[src/rtl/arb_pkg.sv]
`default_nettype none
// ============================================================================
// Module      : arb_pkg
// Description : Shared definitions for the instruction dispatcher: instruction
//               field positions, override/lane-select extraction, the
//               untracked zero register and a constant clog2 helper.
// Revision    : 1.0 - initial release
// ============================================================================
package arb_pkg;

  localparam int INSTR_W      = 32;

  // Instruction field map
  localparam int OVERRIDE_BIT = 28;  // 1 = force routing to lane_sel
  localparam int LSEL_LSB_BIT = 27;  // lane_sel = {[26],[27]}: bit 27 is the LSB
  localparam int LSEL_MSB_BIT = 26;
  localparam int SRC1_LO      = 16;  // src1 = [20:16]
  localparam int SRC2_LO      = 11;  // src2 = [15:11]
  localparam int DST_LO       = 0;   // dst  = [4:0]
  localparam int REG_W        = 5;

  // r0 is hard-wired zero: never a hazard source, never marked pending
  localparam logic [REG_W-1:0] REG_ZERO = '0;

  // Takes instr[27:26] and reorders it into the lane_sel value {[26],[27]}.
  function automatic logic [1:0] f_lane_sel(input logic [1:0] sel_bits);
    return {sel_bits[0], sel_bits[1]};
  endfunction

  // Ceiling log2 for elaboration-time sizing (clog2(1) = 0).
  function automatic int clog2(input int v);
    int r;
    r = 0;
    for (int i = 0; i < 31; i++) begin
      if ((1 << i) < v) r = i + 1;
    end
    return r;
  endfunction

endpackage
`default_nettype wire

[src/rtl/arb_lane_fifo.sv]
`default_nettype none
// ============================================================================
// Module      : arb_lane_fifo
// Description : DEPTH x IW synchronous FIFO for one dispatch lane. Pointers
//               carry an extra wrap bit so full/empty are exact without a
//               separate counter. Head data reads as zero while empty.
// Revision    : 1.0 - initial release
// Ports       : clk, rst      - clock, synchronous active-high reset
//               i_push/i_data - write request and data (ignored when full)
//               i_pop         - read request (ignored when empty)
//               o_data        - head entry
//               o_full/o_empty/o_count - status
// ============================================================================
module arb_lane_fifo
  import arb_pkg::*;
#(
  parameter int DEPTH = 4,
  parameter int IW    = 32
) (
  input  logic                   clk,
  input  logic                   rst,
  input  logic                   i_push,
  input  logic [IW-1:0]          i_data,
  input  logic                   i_pop,
  output logic [IW-1:0]          o_data,
  output logic                   o_full,
  output logic                   o_empty,
  output logic [clog2(DEPTH):0]  o_count
);

  localparam int AW = clog2(DEPTH);

  logic [AW:0]   r_wr_ptr;
  logic [AW:0]   r_rd_ptr;
  logic [IW-1:0] r_mem [DEPTH];
  logic          w_do_push;
  logic          w_do_pop;

  assign o_empty   = (r_wr_ptr == r_rd_ptr);
  assign o_full    = (r_wr_ptr[AW] != r_rd_ptr[AW]) &&
                     (r_wr_ptr[AW-1:0] == r_rd_ptr[AW-1:0]);
  assign o_count   = r_wr_ptr - r_rd_ptr;
  assign w_do_push = i_push && !o_full;
  assign w_do_pop  = i_pop && !o_empty;

  // Stale storage is masked so an empty lane always presents zero.
  assign o_data    = o_empty ? '0 : r_mem[r_rd_ptr[AW-1:0]];

  always_ff @(posedge clk) begin
    if (rst) begin
      r_wr_ptr <= '0;
      r_rd_ptr <= '0;
    end else begin
      if (w_do_push) r_wr_ptr <= r_wr_ptr + 1'b1;
      if (w_do_pop)  r_rd_ptr <= r_rd_ptr + 1'b1;
    end
  end

  always_ff @(posedge clk) begin
    if (w_do_push && !rst) r_mem[r_wr_ptr[AW-1:0]] <= i_data;
  end

endmodule
`default_nettype wire

[src/rtl/dispatch_arbiter.sv]
`default_nettype none
// ============================================================================
// Module      : dispatch_arbiter
// Description : Routes one instruction per cycle into one of LANES lane FIFOs.
//               Priority: forced lane (override bit), else the single lane
//               holding a pending register dependency, else the least-occupied
//               lane (lowest index on ties). Dependencies in two or more lanes
//               stall the input.
// Revision    : 1.0 - initial release
// Config      : DISPATCH_STATS_EN - adds stall_cnt, a saturating count of
//               cycles with in_valid && !in_ready.
// Ports       : clk, rst              - clock, synchronous active-high reset
//               in_valid/in_ready     - upstream handshake
//               in_instr [IW]         - instruction
//               out_valid [LANES]     - lane non-empty
//               out_ready [LANES]     - lane consumer pops head
//               out_instr [LANES*IW]  - lane i head at [i*IW +: IW]
//               stall_cnt [16]        - stall statistics (stats build only)
// ============================================================================
module dispatch_arbiter
  import arb_pkg::*;
#(
  parameter int LANES = 2,
  parameter int DEPTH = 4,
  parameter int IW    = 32
) (
  input  logic                  clk,
  input  logic                  rst,
  input  logic                  in_valid,
  output logic                  in_ready,
  input  logic [IW-1:0]         in_instr,
  output logic [LANES-1:0]      out_valid,
  input  logic [LANES-1:0]      out_ready,
  output logic [LANES*IW-1:0]   out_instr
`ifdef DISPATCH_STATS_EN
  ,
  output logic [15:0]           stall_cnt
`endif
);

  localparam int LW = clog2(LANES);
  localparam int CW = clog2(DEPTH) + 1;

  // Lane FIFO interface
  logic [LANES-1:0] w_push;
  logic [LANES-1:0] w_pop;
  logic [LANES-1:0] w_full;
  logic [LANES-1:0] w_empty;
  logic [CW-1:0]    w_count [LANES];
  logic [IW-1:0]    w_head  [LANES];

  // Scoreboard: r_cnt[l][r] = entries in lane l whose dst is r (r0 stays 0)
  logic [CW-1:0]    r_cnt [LANES][32];

  // Decoded instruction fields
  logic             w_override;
  logic [1:0]       w_lsel;
  logic [REG_W-1:0] w_src1;
  logic [REG_W-1:0] w_src2;
  logic [REG_W-1:0] w_dst;

  // Lane selection
  logic [LANES-1:0] w_hit;
  logic [LW:0]      w_nhit;
  logic [LW-1:0]    w_hit_idx;
  logic [LW-1:0]    w_min_idx;
  logic [CW-1:0]    w_min_cnt;
  logic [LW-1:0]    w_tgt;
  logic             w_tgt_ok;
  logic             w_accept;
  logic             w_unused_bits;

  assign w_override = in_instr[OVERRIDE_BIT];
  assign w_lsel     = f_lane_sel(in_instr[LSEL_LSB_BIT:LSEL_MSB_BIT]);
  assign w_src1     = in_instr[SRC1_LO +: REG_W];
  assign w_src2     = in_instr[SRC2_LO +: REG_W];
  assign w_dst      = in_instr[DST_LO +: REG_W];

  // Opcode/immediate bits and unused lane_sel bits do not affect routing.
  assign w_unused_bits = ^{in_instr, w_lsel};

  // Hazard lookup uses pre-pop counts, so a lane draining its last matching
  // entry this cycle still counts as a hit (conservative, one cycle later free).
  always_comb begin
    w_hit = '0;
    for (int l = 0; l < LANES; l++) begin
      w_hit[l] = ((w_src1 != REG_ZERO) && (r_cnt[l][w_src1] != '0)) ||
                 ((w_src2 != REG_ZERO) && (r_cnt[l][w_src2] != '0)) ||
                 ((w_dst  != REG_ZERO) && (r_cnt[l][w_dst]  != '0));
    end
  end

  always_comb begin
    w_nhit    = '0;
    w_hit_idx = '0;
    w_min_idx = '0;
    w_min_cnt = w_count[0];
    w_tgt     = '0;
    w_tgt_ok  = 1'b0;
    for (int l = 0; l < LANES; l++) begin
      if (w_hit[l]) begin
        w_nhit    = w_nhit + 1'b1;
        w_hit_idx = l[LW-1:0];
      end
    end
    // Strict less-than keeps the lowest index on occupancy ties.
    for (int l = 1; l < LANES; l++) begin
      if (w_count[l] < w_min_cnt) begin
        w_min_cnt = w_count[l];
        w_min_idx = l[LW-1:0];
      end
    end
    if (w_override) begin
      w_tgt    = w_lsel[LW-1:0];
      w_tgt_ok = 1'b1;
    end else if (w_nhit == 1) begin
      w_tgt    = w_hit_idx;
      w_tgt_ok = 1'b1;
    end else if (w_nhit == 0) begin
      w_tgt    = w_min_idx;
      w_tgt_ok = 1'b1;
    end
  end

  // Full is judged before any same-cycle pop, keeping in_ready off the
  // out_ready path.
  assign in_ready = w_tgt_ok && !w_full[w_tgt];
  assign w_accept = in_valid && in_ready;
  assign w_pop    = out_ready & ~w_empty;

  generate
    for (genvar l = 0; l < LANES; l++) begin : g_lane
      assign w_push[l] = w_accept && (w_tgt == l[LW-1:0]);

      arb_lane_fifo #(
        .DEPTH (DEPTH),
        .IW    (IW)
      ) u_fifo (
        .clk     (clk),
        .rst     (rst),
        .i_push  (w_push[l]),
        .i_data  (in_instr),
        .i_pop   (w_pop[l]),
        .o_data  (w_head[l]),
        .o_full  (w_full[l]),
        .o_empty (w_empty[l]),
        .o_count (w_count[l])
      );

      assign out_valid[l]            = ~w_empty[l];
      assign out_instr[l*IW +: IW]   = w_head[l];
    end
  endgenerate

  // Push and pop of the same register in the same lane cancel out.
  always_ff @(posedge clk) begin
    if (rst) begin
      for (int l = 0; l < LANES; l++) begin
        for (int r = 0; r < 32; r++) begin
          r_cnt[l][r] <= '0;
        end
      end
    end else begin
      for (int l = 0; l < LANES; l++) begin
        for (int r = 1; r < 32; r++) begin
          if ((w_push[l] && (w_dst == r[REG_W-1:0])) &&
              !(w_pop[l] && (w_head[l][DST_LO +: REG_W] == r[REG_W-1:0]))) begin
            r_cnt[l][r] <= r_cnt[l][r] + 1'b1;
          end else if (!(w_push[l] && (w_dst == r[REG_W-1:0])) &&
                       (w_pop[l] && (w_head[l][DST_LO +: REG_W] == r[REG_W-1:0]))) begin
            r_cnt[l][r] <= r_cnt[l][r] - 1'b1;
          end
        end
      end
    end
  end

`ifdef DISPATCH_STATS_EN
  logic [15:0] r_stall_cnt;

  always_ff @(posedge clk) begin
    if (rst) begin
      r_stall_cnt <= '0;
    end else if (in_valid && !in_ready && (r_stall_cnt != 16'hFFFF)) begin
      r_stall_cnt <= r_stall_cnt + 16'd1;
    end
  end

  assign stall_cnt = r_stall_cnt;
`endif

endmodule
`default_nettype wire

[config.mk]
export PLATFORM = sky130hd
export DESIGN_NAME = dispatch_arbiter
export DESIGN_NICKNAME = d
export VERILOG_FILES = /design/src/rtl/arb_pkg.sv /design/src/rtl/arb_lane_fifo.sv /design/src/rtl/dispatch_arbiter.sv
export SDC_FILE = /design/constraint.sdc
export NUM_CORES = 1
export LEC_CHECK = 0
export ABC_AREA = 1
export BUFFER_PORTS_ARGS = -buffer_cell sky130_fd_sc_hd__clkbuf_2
export CAP_MARGIN = 30
export CORE_MARGIN = 4
export CORE_UTILIZATION = 57
export CTS_BUF_LIST = sky130_fd_sc_hd__clkbuf_16
export CTS_CLUSTER_DIAMETER = 100
export DETAILED_ROUTE_END_ITERATION = 8
export PLACE_DENSITY_LB_ADDON = 0.2
export SYNTH_ARGS = -nofsm -noshare
export SYNTH_HDL_FRONTEND = slang
export SYNTH_SLANG_ARGS = --single-unit
[constraint.sdc]
create_clock -name clk -period 4.3 [get_ports clk]
set_input_delay 0.43 -clock clk [delete_from_list [all_inputs] [get_ports clk]]
set_output_delay 0.43 -clock clk [all_outputs]
set_load 0.02 [all_outputs]
==> flow_summary.toml <==
[drt]
drc = 0
avgViaCountPerCell = 5.56
ant_nets = 0
via_count = 22400
dr.first_iter.drc_count = 2251
post_drt_wl_per_cell_um = 20.0
firstDrtPassIters = 6
wl_um = 80600

[worst_setup_path]
cp_data_arrival_time_ps = 4640
cp-start-kind = "flop"
critPathMaxFanout = 14
critPathMostFrequentCell = "nor2_1"
cp_data_required_time_ps = 4650
crit_slowest_cell = "edfxtp_1"
critical_path_class = "reg2reg"
crit_family = "simple AND/OR/NAND/NOR gates"
cp.buffers_inverters = 6
end_kind = "flop"
cpPeakStageDelay_ps = 410

[logic_synthesis]
synth_fa_ha_area_share_pct = 5.83
seq_area_frac_synth_pct = 52.2
syn_area_um2 = 26000
syn_nets = 3120
synth_warnings = 0
synthArstFlopShare_pct = 0
synth_edf_count = 442
synth_compound_area_share_pct = 7.11
syn_area_per_cell_um2 = 8.68
synth_top_family_by_area = "simple AND/OR/NAND/NOR gates"
synth_xor_area_share_pct = 4.17
ys.flop_type = "edfxtp_1"
synth_mux_area_share_pct = 0
syn-instance-count = 2999
synth.ff_latch_count = 458
synth_cell_types = 50
synthSimpleGateAreaFrac_pct = 22.1

[sta]
setup_viol = 0
maxSlewHeadroom_pct = 46.6
worst_pin_slew_ps = 795
finalCriticalPeriod_ps = 4290
fmax_ghz = 0.233
min_period_over_period_pct = 99.8
finalSetupTns_ps = 0
hold_violations = 0
rsz0062_at_grt = "yes"
drv_slew = 0
finClkSkew_ps = 18.2

[placed_design]
io_buffer_count = 103
dpl.hpwl_um = 57600
gp_congestion = 1.01

[power_and_ir_drop]
finalPower_mw = 14.6
pwr_density_cell_nw_per_um2 = 450
power.leakage_nw = 13.4
vdd_ir_drop_max_mv = 0.379

[cts]
clk_pin_slew_ps = 60
tritoncts = "done"
cts_htree_levels = 2
clockRootBuffer = "clkbuf_16"
clockBufferDepth = 3
clk_latency_ps = 600
cts_inserted_buffers = 49
clock-sinks = 458

[die]
fp.dieArea_um2 = 49100
boundaryPins = 104
floorplan.initialDensity_pct = 57.5
die_h_um = 222
core_area_um2 = 45300
die_w_um = 222
row_count = 78

[final_layout]
nets = 3520
drive_above_1_share_pct = 22.7
nFillCells = 3369
area_delta_synth_final_pct = 24.6
diodes = 0

[global_route]
grtUsageMet1_pct = 41.9
overflow = 0
globalRouteMet3Util_pct = 4.73
busiest_layer = "met2"
grt_util_met2_pct = 53.2
grt_pass1_vias = 21600
antenna_found_initial = 0
grt_pass1_wl_um = 122000
grt_max_degree = 89
grt_usage_pct = 31.6

[run]
max-cap-violations = 0

[status]
run_status = "completed"

[min_path]
hold_path_class = "in2reg"
synthesized netlist by cell type (8+ instances only):
cell,n,area [µm²]
a21oi_1,101,505
buf_1,20,75.1
buf_2,15,75.1
buf_6,9,101
clkbuf_1,67,251
dfxtp_1,16,320
edfxtp_1,442,13300
fa_1,62,1240
ha_1,22,275
inv_1,439,1650
inv_2,8,30.0
nand2_1,451,1690
nand3_1,143,716
nor2_1,702,2640
nor2_2,14,87.6
nor3_1,89,445
o211ai_1,12,90.1
o21ai_0,185,926
o22ai_1,19,119
xnor2_1,30,263
xor2_1,94,823
worst paths after layout:
path | from | to | slack (ps) | depth (start not counted)
setup / recovery | r_cnt[0][80]$_SDFFCE_PP0P_ | r_cnt[0][36]$_SDFFCE_PP0P_ | 7 | 27
setup reg to reg | r_cnt[0][80]$_SDFFCE_PP0P_ | r_cnt[0][36]$_SDFFCE_PP0P_ | 7 | 27
hold reg to reg | g_lane[0].u_fifo.r_rd_ptr[2]$_SDFFE_PP0P_ | g_lane[0].u_fifo.r_rd_ptr[2]$_SDFFE_PP0P_ | 490 | 2
hold / removal | in_instr[7] | g_lane[0].u_fifo.r_mem[1][7]$_DFFE_PP_ | 110 | 1
where the power goes:
group,switching (mW),internal [mW]
combinational,3.14,1.67
sequential,0.207,5.31
clock,1.81,2.45
total,5.16,9.44
state kept, by name (all words and copies together), names as in the netlist, named ones only:
signal	flops
g_lane.u_fifo.r_wr_ptr	6
r_cnt	186
g_lane.u_fifo.r_mem	256
g_lane.u_fifo.r_rd_ptr	6
metal layers:
metal / vias up / routed length [µm]
li1: 10500 / -
met1: 10700 / 31400
met2: 1086 / 38800
met3: 220 / 6690
met4: 0 / 3700
met5: - / 0
cell type report:
cell class | count | area, µm² | area share, %
Timing Repair Buffer | 463 | 3690 | 11.4
Multi-Input combinational cell | 1973 | 11000 | 34.1
Sequential cell | 458 | 13600 | 41.9
Clock inverter | 41 | 383 | 1.18
Tap cell | 600 | 751 | 2.31
Inverter | 454 | 1730 | 5.35
Clock buffer | 49 | 1230 | 3.78
worst register-to-register path, stage by stage (launching register included):
cell and delay, ps:
edfxtp_1 410, nor3_2 180, buf_4 180, inv_4 50, a221oi_4 290, a221oi_2 90, a311oi_1 270, a31o_2 190
nand3_4 110, ha_4 290, nor2_2 30, nor2_1 100, nand2_1 90, nand2_2 110, nand4_4 100, buf_12 180
buf_12 150, nor2_1 80, nor2_1 60, nor2_1 170, nand2_1 90, nor2_2 180, nand2_2 80, nor2_4 120
nand2_4 100, clkinv_8 110, clkbuf_16 190, nor2_1 50
layout by cell type, fill, tap and decap left out, types with 4 or more instances in the layout:
master,count
a21oi_1,98
buf_12,27
buf_4,321
buf_6,5
bufinv_16,6
clkbuf_16,54
clkbuf_2,103
clkinv_1,12
clkinv_2,8
dfxtp_1,14
edfxtp_1,442
fa_1,25
fa_2,37
ha_1,20
inv_1,431
inv_2,23
inv_4,5
inv_6,4
nand2_1,435
nand2_2,17
nand3_1,113
nand3_2,28
nand4_1,7
nor2_1,634
nor2_2,63
nor2_4,20
nor3_1,75
nor3_2,14
o211ai_1,12
o21ai_0,177
o21ai_1,9
o22ai_1,19
xnor2_1,17
xnor2_2,13
xor2_1,89
xor2_2,5
cells by family (layout without fill, tap and decap cells):
| logic type | Yosys count | count (layout) |
|---|---|---|
| AND/OR/NAND/NOR | 1422 | 1422 |
| buffers and inverters | 568 | 1007 |
| flip-flops | 458 | 458 |
| AO/OA/AOI/OAI | 343 | 343 |
| XOR/XNOR | 124 | 124 |
| adder cells (fa/ha/maj) | 84 | 84 |
metrics by stage:
step / utilization [%] / setup WS [ps] / hold WS, ps / cell area [µm²] / cells
6_report: 71.6 / 6.77 / 110 / 32400 / 4038
4_1_cts: 69.1 / 10.5 / 85.1 / 31300 / 4006
3_5_place_dp: 65.4 / -561 / 481 / 29600 / 3914
5_1_grt: 71.6 / -187 / 109 / 32400 / 4038
3_3_place_gp: 65.4 / -528 / 475 / 29600 / 3914
2_1_floorplan: - / -401 / 454 / 26000 / 2999
timing repair:
item / in CTS / in global routing
hold buffers: 0 / 0
endpoints found under the setup margin: 126 / 221
gates resized for setup: 12 / 235
pin swaps: 2 / 79
cloned: 1 / 6
setup buffers: 1 / 27
Note: power is estimated with default switching activity, not from simulation.
